**src/rtl/cpu_prefetch_pkg.sv**
```systemverilog
// Shared CPU definitions used by the instruction prefetch unit and its queue.
package cpu_prefetch_pkg;

    localparam logic [31:0] RESET_PC_DEFAULT = 32'h0000_1000;

    typedef enum logic [1:0] {
        StIdle  = 2'd0,
        StReq   = 2'd1,
        StFlush = 2'd2
    } pf_state_e;

    // One queue entry: fetched word, its byte address and the skip-upper-half flag.
    typedef struct packed {
        logic [31:0] data;
        logic [31:0] addr;
        logic        skip;
    } pf_entry_t;

    function automatic logic [31:0] align_word(input logic [31:0] a);
        return {a[31:2], 2'b00};
    endfunction

endpackage

```
**src/rtl/cpu_prefetch_fifo.sv**
```systemverilog
// Instruction word queue: DEPTH entries of data, address and skip, with flush.
module cpu_prefetch_fifo
    import cpu_prefetch_pkg::*;
#(
    parameter int unsigned DEPTH = 4
) (
    input  logic                     clk_i,
    input  logic                     rst_i,
    input  logic                     flush_i,
    input  logic                     push_i,
    input  pf_entry_t                push_entry_i,
    input  logic                     pop_i,
    output pf_entry_t                head_o,
    output logic [$clog2(DEPTH):0]   count_o,
    output logic                     full_o,
    output logic                     empty_o
);
    localparam int unsigned PtrW = $clog2(DEPTH);
    localparam int unsigned CntW = PtrW + 1;

    logic [PtrW-1:0] wr_ptr_q, rd_ptr_q;
    logic [CntW-1:0] count_q;
    pf_entry_t       mem_q [DEPTH];
    logic            do_push, do_pop;

    assign do_push = push_i & ~flush_i;
    assign do_pop  = pop_i & ~flush_i & ~empty_o;

    always_ff @(posedge clk_i) begin
        if (rst_i || flush_i) begin
            wr_ptr_q <= '0;
            rd_ptr_q <= '0;
            count_q  <= '0;
        end else begin
            if (do_push) wr_ptr_q <= wr_ptr_q + 1'b1;
            if (do_pop)  rd_ptr_q <= rd_ptr_q + 1'b1;
            if (do_push && !do_pop) begin
                count_q <= count_q + 1'b1;
            end else if (!do_push && do_pop) begin
                count_q <= count_q - 1'b1;
            end
        end
    end

    always_ff @(posedge clk_i) begin
        if (do_push) mem_q[wr_ptr_q] <= push_entry_i;
    end

    // Issue is gated by free space, so a push into a full queue is a design bug.
    always_ff @(posedge clk_i) begin
        if (!rst_i) assert (!(do_push && full_o));
    end

    assign head_o  = mem_q[rd_ptr_q];
    assign count_o = count_q;
    assign full_o  = (count_q == CntW'(DEPTH));
    assign empty_o = (count_q == '0);

endmodule

```
**src/rtl/cpu_prefetch.sv**
```systemverilog
// Wishbone instruction prefetcher: fetches sequential words into a queue, redirects on branch.
module cpu_prefetch
    import cpu_prefetch_pkg::*;
#(
    parameter int unsigned DEPTH    = 4,
    parameter logic [31:0] RESET_PC = RESET_PC_DEFAULT
) (
    input  logic        clk_i,
    input  logic        rst_i,
    output logic [31:0] wb_I_adr_o,
    input  logic [31:0] wb_I_dat_i,
    input  logic        wb_I_ack_i,
    output logic        wb_I_stb_o,
    output logic        wb_I_cyc_o,
    output logic        wb_I_we_o,
    input  logic        branch_flag_i,
    input  logic [31:0] branch_target_i,
    output logic [31:0] word_o,
    output logic [31:0] word_addr_o,
    output logic        word_skip_o,
    output logic        word_valid_o,
    input  logic        word_ready_i
);
    localparam int unsigned CntW = $clog2(DEPTH) + 1;

    pf_state_e       state_q, state_d;
    logic [31:0]     fetch_pc_q, fetch_pc_d;
    logic [31:0]     adr_q, adr_d;
    logic            pend_skip_q, pend_skip_d;
    logic            fifo_push, fifo_pop, fifo_flush, fifo_full, fifo_empty;
    pf_entry_t       push_entry, head;
    logic [CntW-1:0] count, count_after_pop;
    logic            ack;
    logic            unused_tgt_bit0;

    assign unused_tgt_bit0 = branch_target_i[0];

    assign ack             = wb_I_ack_i & (state_q != StIdle);
    assign fifo_pop        = ~fifo_empty & word_ready_i & ~branch_flag_i;
    assign count_after_pop = count - CntW'(fifo_pop);

    always_comb begin
        state_d     = state_q;
        fetch_pc_d  = fetch_pc_q;
        adr_d       = adr_q;
        pend_skip_d = pend_skip_q;
        fifo_push   = 1'b0;
        fifo_flush  = 1'b0;
        push_entry  = '{data: wb_I_dat_i, addr: fetch_pc_q, skip: pend_skip_q};
        unique case (state_q)
            StIdle: begin
                if (branch_flag_i) begin
                    fifo_flush  = 1'b1;
                    fetch_pc_d  = align_word(branch_target_i);
                    pend_skip_d = branch_target_i[1];
                end else if (!fifo_full || fifo_pop) begin
                    state_d = StReq;
                    adr_d   = fetch_pc_q;
                end
            end
            StReq: begin
                if (branch_flag_i) begin
                    fifo_flush  = 1'b1;
                    fetch_pc_d  = align_word(branch_target_i);
                    pend_skip_d = branch_target_i[1];
                    state_d     = ack ? StIdle : StFlush;
                end else if (ack) begin
                    fifo_push   = 1'b1;
                    fetch_pc_d  = fetch_pc_q + 32'd4;
                    adr_d       = fetch_pc_q + 32'd4;
                    pend_skip_d = 1'b0;
                    state_d     = (count_after_pop < CntW'(DEPTH - 1)) ? StReq : StIdle;
                end
            end
            StFlush: begin
                // The bus cycle for the stale address must complete before refetching.
                if (branch_flag_i) begin
                    fetch_pc_d  = align_word(branch_target_i);
                    pend_skip_d = branch_target_i[1];
                end
                if (ack) state_d = StIdle;
            end
            default: state_d = StIdle;
        endcase
    end

    always_ff @(posedge clk_i) begin
        if (rst_i) begin
            state_q     <= StIdle;
            fetch_pc_q  <= RESET_PC;
            adr_q       <= RESET_PC;
            pend_skip_q <= 1'b0;
        end else begin
            state_q     <= state_d;
            fetch_pc_q  <= fetch_pc_d;
            adr_q       <= adr_d;
            pend_skip_q <= pend_skip_d;
        end
    end

    cpu_prefetch_fifo #(
        .DEPTH(DEPTH)
    ) u_fifo (
        .clk_i       (clk_i),
        .rst_i       (rst_i),
        .flush_i     (fifo_flush),
        .push_i      (fifo_push),
        .push_entry_i(push_entry),
        .pop_i       (fifo_pop),
        .head_o      (head),
        .count_o     (count),
        .full_o      (fifo_full),
        .empty_o     (fifo_empty)
    );

    assign wb_I_adr_o   = adr_q;
    assign wb_I_stb_o   = (state_q != StIdle);
    assign wb_I_cyc_o   = (state_q != StIdle);
    assign wb_I_we_o    = 1'b0;
    assign word_o       = head.data;
    assign word_addr_o  = head.addr;
    assign word_skip_o  = head.skip & ~fifo_empty;
    assign word_valid_o = ~fifo_empty;

endmodule

```
**config.mk**
```make
export PLATFORM = sky130hd
export DESIGN_NAME = cpu_prefetch
export DESIGN_NICKNAME = d
export VERILOG_FILES = /design/src/rtl/cpu_prefetch_pkg.sv /design/src/rtl/cpu_prefetch_fifo.sv /design/src/rtl/cpu_prefetch.sv
export SDC_FILE = /design/constraint.sdc
export NUM_CORES = 1
export LEC_CHECK = 0
export CAP_MARGIN = 15
export CORE_ASPECT_RATIO = 0.8
export CORE_UTILIZATION = 53
export DETAILED_ROUTE_END_ITERATION = 8
export PLACE_DENSITY = 0.77
export SYNTH_ARGS = -nofsm -noshare
export SYNTH_HDL_FRONTEND = slang
export SYNTH_SLANG_ARGS = --single-unit
```
**constraint.sdc**
```tcl
create_clock -name clk_i -period 4.4 [get_ports clk_i]
set_clock_uncertainty 0.15 [all_clocks]
set_input_delay 0.88 -clock clk_i [delete_from_list [all_inputs] [get_ports clk_i]]
set_output_delay 0.88 -clock clk_i [all_outputs]
set_load 0.005 [all_outputs]
```
======== Yosys cells after proc, flatten, opt, wreduce, memory -nomap -nowiden ========
Memories as Yosys holds them, arrays and structs flattened. A register that Yosys moved wholly into a read port is not among the register bits.
Cells that the tools add are included.
cells by class
  reductions and logical operators ........ 18
  bitwise gates (word level) .............. 10
  equality and inequality tests ........... 10
  add/sub/neg operators ................... 6
  multipliers ............................. 0
  shift operators ......................... 0
  div/mod/pow operators ................... 0
  $lt $le $gt $ge ......................... 1
  mux-type cells .......................... 31
operators with widths
  operator                                                                      count
  32-bit 2-to-1 mux                                                             6
  32-bit case mux with 2 select lines                                           2
  32-bit by 3-bit adder with 32-bit output, second input constant               1
  2-bit 2-to-1 mux                                                              8
  1-bit 2-to-1 mux                                                              11
  2-bit inequality test, second input constant                                  5
  2-bit nonzero test                                                            4
  1-bit AND                                                                     7
  3-bit 2-to-1 mux                                                              2
  2-bit case mux with 3 select lines                                            1
  5-bit AND reduction                                                           1
  2-bit by 1-bit adder with 2-bit output, second input constant                 2
  4-bit AND reduction                                                           1
  2-bit OR reduction                                                            2
  3-bit by 1-bit adder with 3-bit output, second input constant                 1
  3-bit == test, second input constant                                          1
  1-bit logical NOT                                                             3
  3-bit logical NOT                                                             1
  3-bit by 2-bit less-than comparator with 1-bit output, second input constant  1
  3-bit inequality test, second input constant                                  1
  1-bit NOT                                                                     3
  3-bit AND reduction                                                           1
  3-bit by 1-bit subtractor with 3-bit output                                   1
  3-bit by 1-bit subtractor with 3-bit output, second input constant            1
  other kinds (7)                                                               9
word-level totals
  register bits ........................... 74
  output and inout port bits .............. 101
  memories ................................ 1
  memory bits (read-only) ................. 0
  bits in latches ......................... 0
  RAM bits ................................ 260
memories
  memory        depth  width  rd ports  clocked after Yosys merged registers in  wr ports  line                     RTL
  u_fifo.mem_q  4      65     1         1                                        1         cpu_prefetch_fifo.sv:23  pf_entry_t mem_q [DEPTH];

======== Logic depth before layout (Yosys ltp) ========
Gate-level depths: netlist of the first run.
  word-level depth ........................ 10
  gate-level depth with buffers ........... 11

======== Modules after synthesis ========
Synthesis of the first run repeated with hierarchy kept, for this count alone.
unflattened totals
  cell total of the unflattened synthesis .. 914
  area, all modules ....................... 13923.4 um^2
modules (own cells, without submodules)
  module             area each (um^2)  cells each  times used  sequential area each (um^2)
  cpu_prefetch_fifo  9880.7            386         1           7987.7
  cpu_prefetch       4042.6            528         1           1261.2

======== Worst setup path before layout of the first run ========
No wires, ideal clock.
  path kind ............................... input to register
  start ................................... in wb_I_ack_i
  end ..................................... mem u_fifo.mem_q[0][0] (netlist name), enable pin
  arrival time ............................ 3.044 ns
  path buffers ............................ 1
  stages on the path ...................... 4
  setup slack ............................. 0.778 ns
  required time ........................... 3.822 ns
  cell sequence ........................... a21oi_1 -> a21oi_2 -> clkbuf_1 -> and3_1
on the way
  longest elaborated chain between the ends .. 7
RTL lines
  item                                    line                     RTL
  start, declared                         cpu_prefetch.sv:12       input logic wb_I_ack_i,
  1-bit AND                               cpu_prefetch.sv:38       assign ack = wb_I_ack_i & (state_q != StIdle);
  1-bit 2-to-1 mux                        cpu_prefetch.sv:67       end else if (ack) begin
  1-bit 2-to-1 mux                        cpu_prefetch.sv:62       if (branch_flag_i) begin
  1-bit 2-to-1 mux                        cpu_prefetch.sv:50       unique case (state_q)
  1-bit AND                               cpu_prefetch_fifo.sv:26  assign do_push = push_i & ~flush_i;
  1-bit 2-to-1 mux                        cpu_prefetch_fifo.sv:46  if (do_push) mem_q[wr_ptr_q] <= push_entry_i;
  1-bit 2-to-1 mux (implied by the code)  cpu_prefetch_fifo.sv:46
  end, declared                           cpu_prefetch_fifo.sv:23
No other way between the ends.

==> results of run 1 <==
[cell usage in the layout, fill, tap and decap left out, types with 16 or more instances in the layout]
cell               n
nand2_1           38
edfxtp_1         252
nand3_1           23
xnor2_1           23
o21ai_0           16
clkdlybuf4s50_1  162
mux4_2            63
clkbuf_16         31
a211oi_1          31
a21oi_1           18
nor2_1            63
dfxtp_1           70
[state kept, by name (all words and copies together), names as in the netlist, named ones only]
register         cells
u_fifo.mem_q       252
fetch_pc_q          30
wb_I_adr_o          30
u_fifo.count_o       3
state_q              2
u_fifo.rd_ptr_q      2
u_fifo.wr_ptr_q      2
pend_skip_q          1
[layout make-up]
class                           instances  area, um2  share of cell area
Inverter                                9       33.8             0.00208
Clock buffer                           39        806              0.0496
Multi-Input combinational cell        453       3900               0.240
Timing Repair Buffer                  185       1900               0.117
Clock inverter                         17        186              0.0115
Sequential cell                       324       9010               0.555
Tap cell                              318        398              0.0245
[critical path, cell delays in order, from the launching register on]
cell             delay, ns
dfxtp_4               0.75
buf_4                 0.36
mux4_2                0.52
clkdlybuf4s50_1       0.49
[worst paths after layout]
check	start	to	slack, ns	cells past startpoint
hold reg to reg	wb_I_adr_o[7]	wb_I_adr_o[7]	0.36	2
setup / recovery	flop	word_addr_o[14]	0.65	3
hold / removal	wb_I_adr_o[7]	wb_I_adr_o[7]	0.36	2
setup reg to reg	state_q[0]	u_fifo.count_o[2]	1.45	10
[power by group]
group	leakage [nW]	internal [mW]	switching, mW
combinational	1.78	0.202	0.177
sequential	2.88	3.36	0.0897
clock	0.484	1.48	1.09
[layer usage]
| metal | routed length, um | track usage | vias to the layer above |
|---|---|---|---|
| met2 | 12800 | 0.333 | 377 |
| li1 | - | - | 3652 |
| met5 | 0 | 0 | - |
| met1 | 12600 | 0.340 | 4011 |
| met4 | 684 | 0.0682 | 0 |
| met3 | 2840 | 0.0508 | 55 |
[logic make-up after synthesis]
| group | after synthesis | synth area share |
|---|---|---|
| fa+ha+maj | 9 | 0.00906 |
| flops | 324 | 0.679 |
| other cells | 1 | 0.000283 |
| mux | 64 | 0.108 |
| compound gates | 125 | 0.0657 |
| xor+xnor | 35 | 0.0231 |
| buf+inv | 81 | 0.0288 |
| simple gates | 215 | 0.0860 |
==> impl_metrics.py, run 1 <==
metrics = {
    "status": {
        "status": "completed",
    },
    "routing": {
        "wl_per_cell_um": 21.5,
        "drtIter0Drc": 778,
        "drc_errors": 0,
        "dr.pass1.iters": 5,
        "ant_nets": 0,
        "vias_per_cell": 6.02,
        "wl_mm": 28.9,
        "vias": 8095,
    },
    "synthesis": {
        "async_reset_ff_frac": 0,
        "synth_edf_count": 252,
        "yosysMostFrequentCell": "edfxtp_1",
        "synth_top_area_frac": 0.571,
        "synth_top_area_cell": "edfxtp_1",
        "synth_common_cells": "252 x edfxtp_1, 72 x dfxtp_1, 63 x mux4_2, 63 x nor2_1, 42 x clkbuf_1",
        "ys_seq_area_frac": 0.679,
        "synth_cells": 854,
        "yosysUniqueCellTypes": 67,
        "yosys_warnings": 0,
        "synth_flop_cell": "edfxtp_1",
        "syn_avg_cell_area_um2": 15.5,
        "syn_area_um2": 13300,
        "ys_ff_latch": 324,
        "synthTopCellsByArea": "edfxtp_1 57%, dfxtp_1 11%, mux4_2 11%, nor2_1 1.8%, a211oi_1 1.8%",
    },
    "critical_path": {
        "crit_required_ns": 3.37,
        "setup.worst_path.start_class": "flop",
        "end_kind": "primary output",
        "cp_max_fo": 30,
        "critical_path_class": "reg -> out",
        "cp.arrival_ns": 2.72,
    },
    "cells_and_area": {
        "layout-area-overhead-vs-synth_pct": 22.5,
        "fin_nets": 1082,
        "drive_gt1_frac": 0.151,
        "stdcell_count": 1345,
        "design_area_um2": 16200,
        "fillerInstances": 1671,
        "diodes": 0,
        "final_core_util": 0.665,
    },
    "hold_path": {
        "min-delay-path-class": "reg -> reg",
    },
    "floorplanning": {
        "die_h_um": 143,
        "ioPinCount": 170,
        "die-area_um2": 25700,
        "core-area_um2": 24400,
        "dieWidth_um": 179,
        "rows": 51,
        "start_util": 0.543,
    },
    "sta": {
        "relSlewSlack": 0.337,
        "tns_ns": 0,
        "hold_viol_final": 0,
        "rsz0062_at_grt": "false",
        "period_needed_ns": 3.75,
        "setup_ws_ns": 0.648,
        "setup_violations": 0,
        "fmax_mhz": 267,
        "holdWs_ns": 0.359,
        "worst_slew_pin_slew_ns": 0.987,
        "period_share": 0.853,
        "slew_viol_final": 0,
    },
    "clock_network": {
        "postCtsResizedCells": 0,
        "cts_buffers": 31,
        "postCtsSetupBuffers": 0,
        "cts-root-buf": "clkbuf_16",
        "cts_max_level": 1,
        "cts.clk_slew.worst_paths_ns": 0.06,
        "cts_tree": "done",
        "insertion_delay_ns": 0.56,
        "cts_max_path_buffers": 3,
        "cts_hold_buf": 0,
        "cts.sinks": 324,
    },
    "grt": {
        "grt_max_degree": 38,
        "grt_pass1_wl_mm": 43.8,
        "antenna_found_initial": 0,
        "grt_pass1_vias": 7761,
        "overflow": 0,
        "grt_usage": 0.227,
    },
    "place": {
        "portBuffers": 163,
        "routabilityCongestion": 0.900,
        "post-place-cells": 1289,
        "pre_cts_ws_ns": 0.734,
        "hpwl_mm": 18.8,
        "placed_area_um2": 15300,
    },
    "power": {
        "power_mw": 6.40,
        "p_per_area_nw_per_um2": 394,
        "power_leakage_nw": 5.15,
        "irDropWorstVdd_mv": 0.290,
    },
    "run": {
        "maxCapViolations": 0,
    },
}
Power figures use the tool's default switching activity.
==> run 2, diff against run 1 <==
--- a/config.mk
+++ b/config.mk
@@ -9,7 +9,9 @@
 export CORE_ASPECT_RATIO = 0.8
 export CORE_UTILIZATION = 53
 export DETAILED_ROUTE_END_ITERATION = 8
+export MAX_ROUTING_LAYER = met4
 export PLACE_DENSITY = 0.77
+export SKIP_CTS_REPAIR_TIMING = 1
 export SYNTH_ARGS = -nofsm -noshare
 export SYNTH_HDL_FRONTEND = slang
 export SYNTH_SLANG_ARGS = --single-unit
==> impl_metrics.py, run 2 (synthesized netlist as in run 1, its figures left out) <==
metrics = {
    "critical_path": {
        "critPathSlowestCell": "dfxtp_4",
        "r2r_slack_ns": 1.44,
        "r2r-end": "u_fifo.count_o[2]",
        "critPathBufInv": 2,
        "critPathMaxStageDelay_ns": 0.72,
        "cp_top_family": "buffers and inverters",
        "rr_worst_depth": 10,
        "setup.worst_path.start_class": "flop",
        "cp.depth": 3,
        "reg2reg_from": "state_q[0]",
        "cp.arrival_ns": 2.67,
        "crit_required_ns": 3.37,
        "cp_cell_sequence": "buf_4 > mux4_2 > clkdlybuf4s50_1",
        "cp_max_fo": 28,
        "end_kind": "primary output",
        "critical_path_class": "reg -> out",
    },
    "power": {
        "p_per_area_nw_per_um2": 389,
        "power_leakage_nw": 5.12,
        "irDropWorstVdd_mv": 0.323,
    },
    "cells_and_area": {
        "regArea_um2": 9010,
        "fin_nets": 1080,
        "layout-area-overhead-vs-synth_pct": 21.9,
        "multiInputGateArea_um2": 3900,
        "layout_common_cells": "252 x edfxtp_1, 162 x clkdlybuf4s50_1, 70 x dfxtp_1",
        "diodes": 0,
        "stdcell_count": 1343,
        "drive_gt1_frac": 0.151,
        "fillerInstances": 1697,
        "regMostFlops": "u_fifo.mem_q",
        "final_common_cell": "edfxtp_1",
        "largest_reg_flops": 252,
    },
    "sta": {
        "slew_viol_final": 0,
        "worst_slew_pin_slew_ns": 0.944,
        "period_needed_ns": 3.70,
        "period_share": 0.840,
        "hold_viol_final": 0,
        "setup_violations": 0,
        "tns_ns": 0,
        "rsz0062_at_grt": "false",
        "relSlewSlack": 0.366,
        "fmax_mhz": 271,
    },
    "hold_path": {
        "holdCritStartpoint": "wb_I_adr_o[23]",
        "hold_end": "wb_I_adr_o[23]",
        "min-delay-path-class": "reg -> reg",
        "whs_path_depth": 2,
    },
    "run": {
        "maxCapViolations": 0,
    },
    "routing": {
        "wl_per_cell_um": 21.4,
        "drtIter0Drc": 758,
        "vias": 8053,
        "wl_mm": 28.7,
        "dr.pass1.iters": 5,
        "ant_nets": 0,
        "vias_per_cell": 6.00,
        "drc_errors": 0,
    },
    "floorplanning": {
        "start_util": 0.543,
        "die-area_um2": 25700,
        "rows": 51,
        "core-area_um2": 24400,
        "ioPinCount": 170,
        "dieWidth_um": 179,
        "die_h_um": 143,
    },
    "place": {
        "hpwl_mm": 18.1,
        "portBuffers": 163,
        "post-place-cells": 1289,
        "routabilityCongestion": 0.925,
    },
    "clock_network": {
        "cts_buffers": 29,
        "insertion_delay_ns": 0.56,
        "cts_max_path_buffers": 3,
        "cts-root-buf": "clkbuf_16",
        "cts_tree": "done",
        "cts_max_level": 1,
        "cts.sinks": 324,
        "cts.clk_slew.worst_paths_ns": 0.06,
    },
    "grt": {
        "grt-busiest-layer": "met1",
        "use_met1": 0.351,
        "grt_usage": 0.234,
        "grt_pass1_vias": 7615,
        "grt.met2_usage": 0.340,
        "met3_usage": 0.0365,
        "overflow": 0,
        "grt_max_degree": 64,
        "antenna_found_initial": 0,
        "grt_pass1_wl_mm": 43.9,
    },
    "status": {
        "status": "completed",
    },
}
[run 2: worst max path at each step]
stage               startpoint                 end  slack [ns]
finish                    flop      word_addr_o[3]        0.70
floorplan           wb_I_ack_i  u_fifo.mem_q[0][0]        0.78
global route              flop      word_addr_o[3]        0.53
CTS                       flop     word_addr_o[12]        0.62
detailed placement  wb_I_ack_i   u_fifo.count_o[2]        0.75
global placement    wb_I_ack_i   u_fifo.count_o[2]        0.77
[run 2: where the power goes]
group          switching (mW)  total [mW]  internal (mW)
clock network            1.08        2.47           1.39
registers              0.0880        3.44           3.36
logic                   0.174       0.377          0.203
[run 2: layer usage]
| layer | vias to the layer above | wire length (um) |
|---|---|---|
| met5 | - | 0 |
| met4 | 0 | 516 |
| met3 | 49 | 2650 |
| met2 | 383 | 13000 |
| met1 | 3984 | 12600 |
| li1 | 3637 | - |
[run 2: area by class of cell]
class | instances | share of cell area
clock buffers | 38 | 0.0491
clock inverters | 16 | 0.00875
inverters | 9 | 0.00209
multi-input cells | 453 | 0.241
flip-flops and latches | 324 | 0.558
well taps | 318 | 0.0246
repair buffers | 185 | 0.116
[run 2: metrics by stage]
| step | worst slack [ns] | power [mW] | hold slack, ns | utilization | cell area, um2 |
|---|---|---|---|---|---|
| after floorplan | 0.778 | 3.66 | 0.305 | - | 13300 |
| after global placement | 0.775 | 3.87 | 0.337 | 0.623 | 15200 |
| after global routing | 0.526 | 6.50 | 0.380 | 0.661 | 16200 |
| after detailed placement | 0.753 | 3.88 | 0.344 | 0.623 | 15200 |
| final | 0.704 | 6.29 | 0.355 | 0.661 | 16200 |
| after CTS | 0.620 | 6.33 | 0.356 | 0.661 | 16200 |
[run 2: tightest hold or removal path, stage by stage, from the launching register on]
cell and delay (ns):
dfxtp_1 0.31, nor2_1 0.10, a211oi_1 0.05
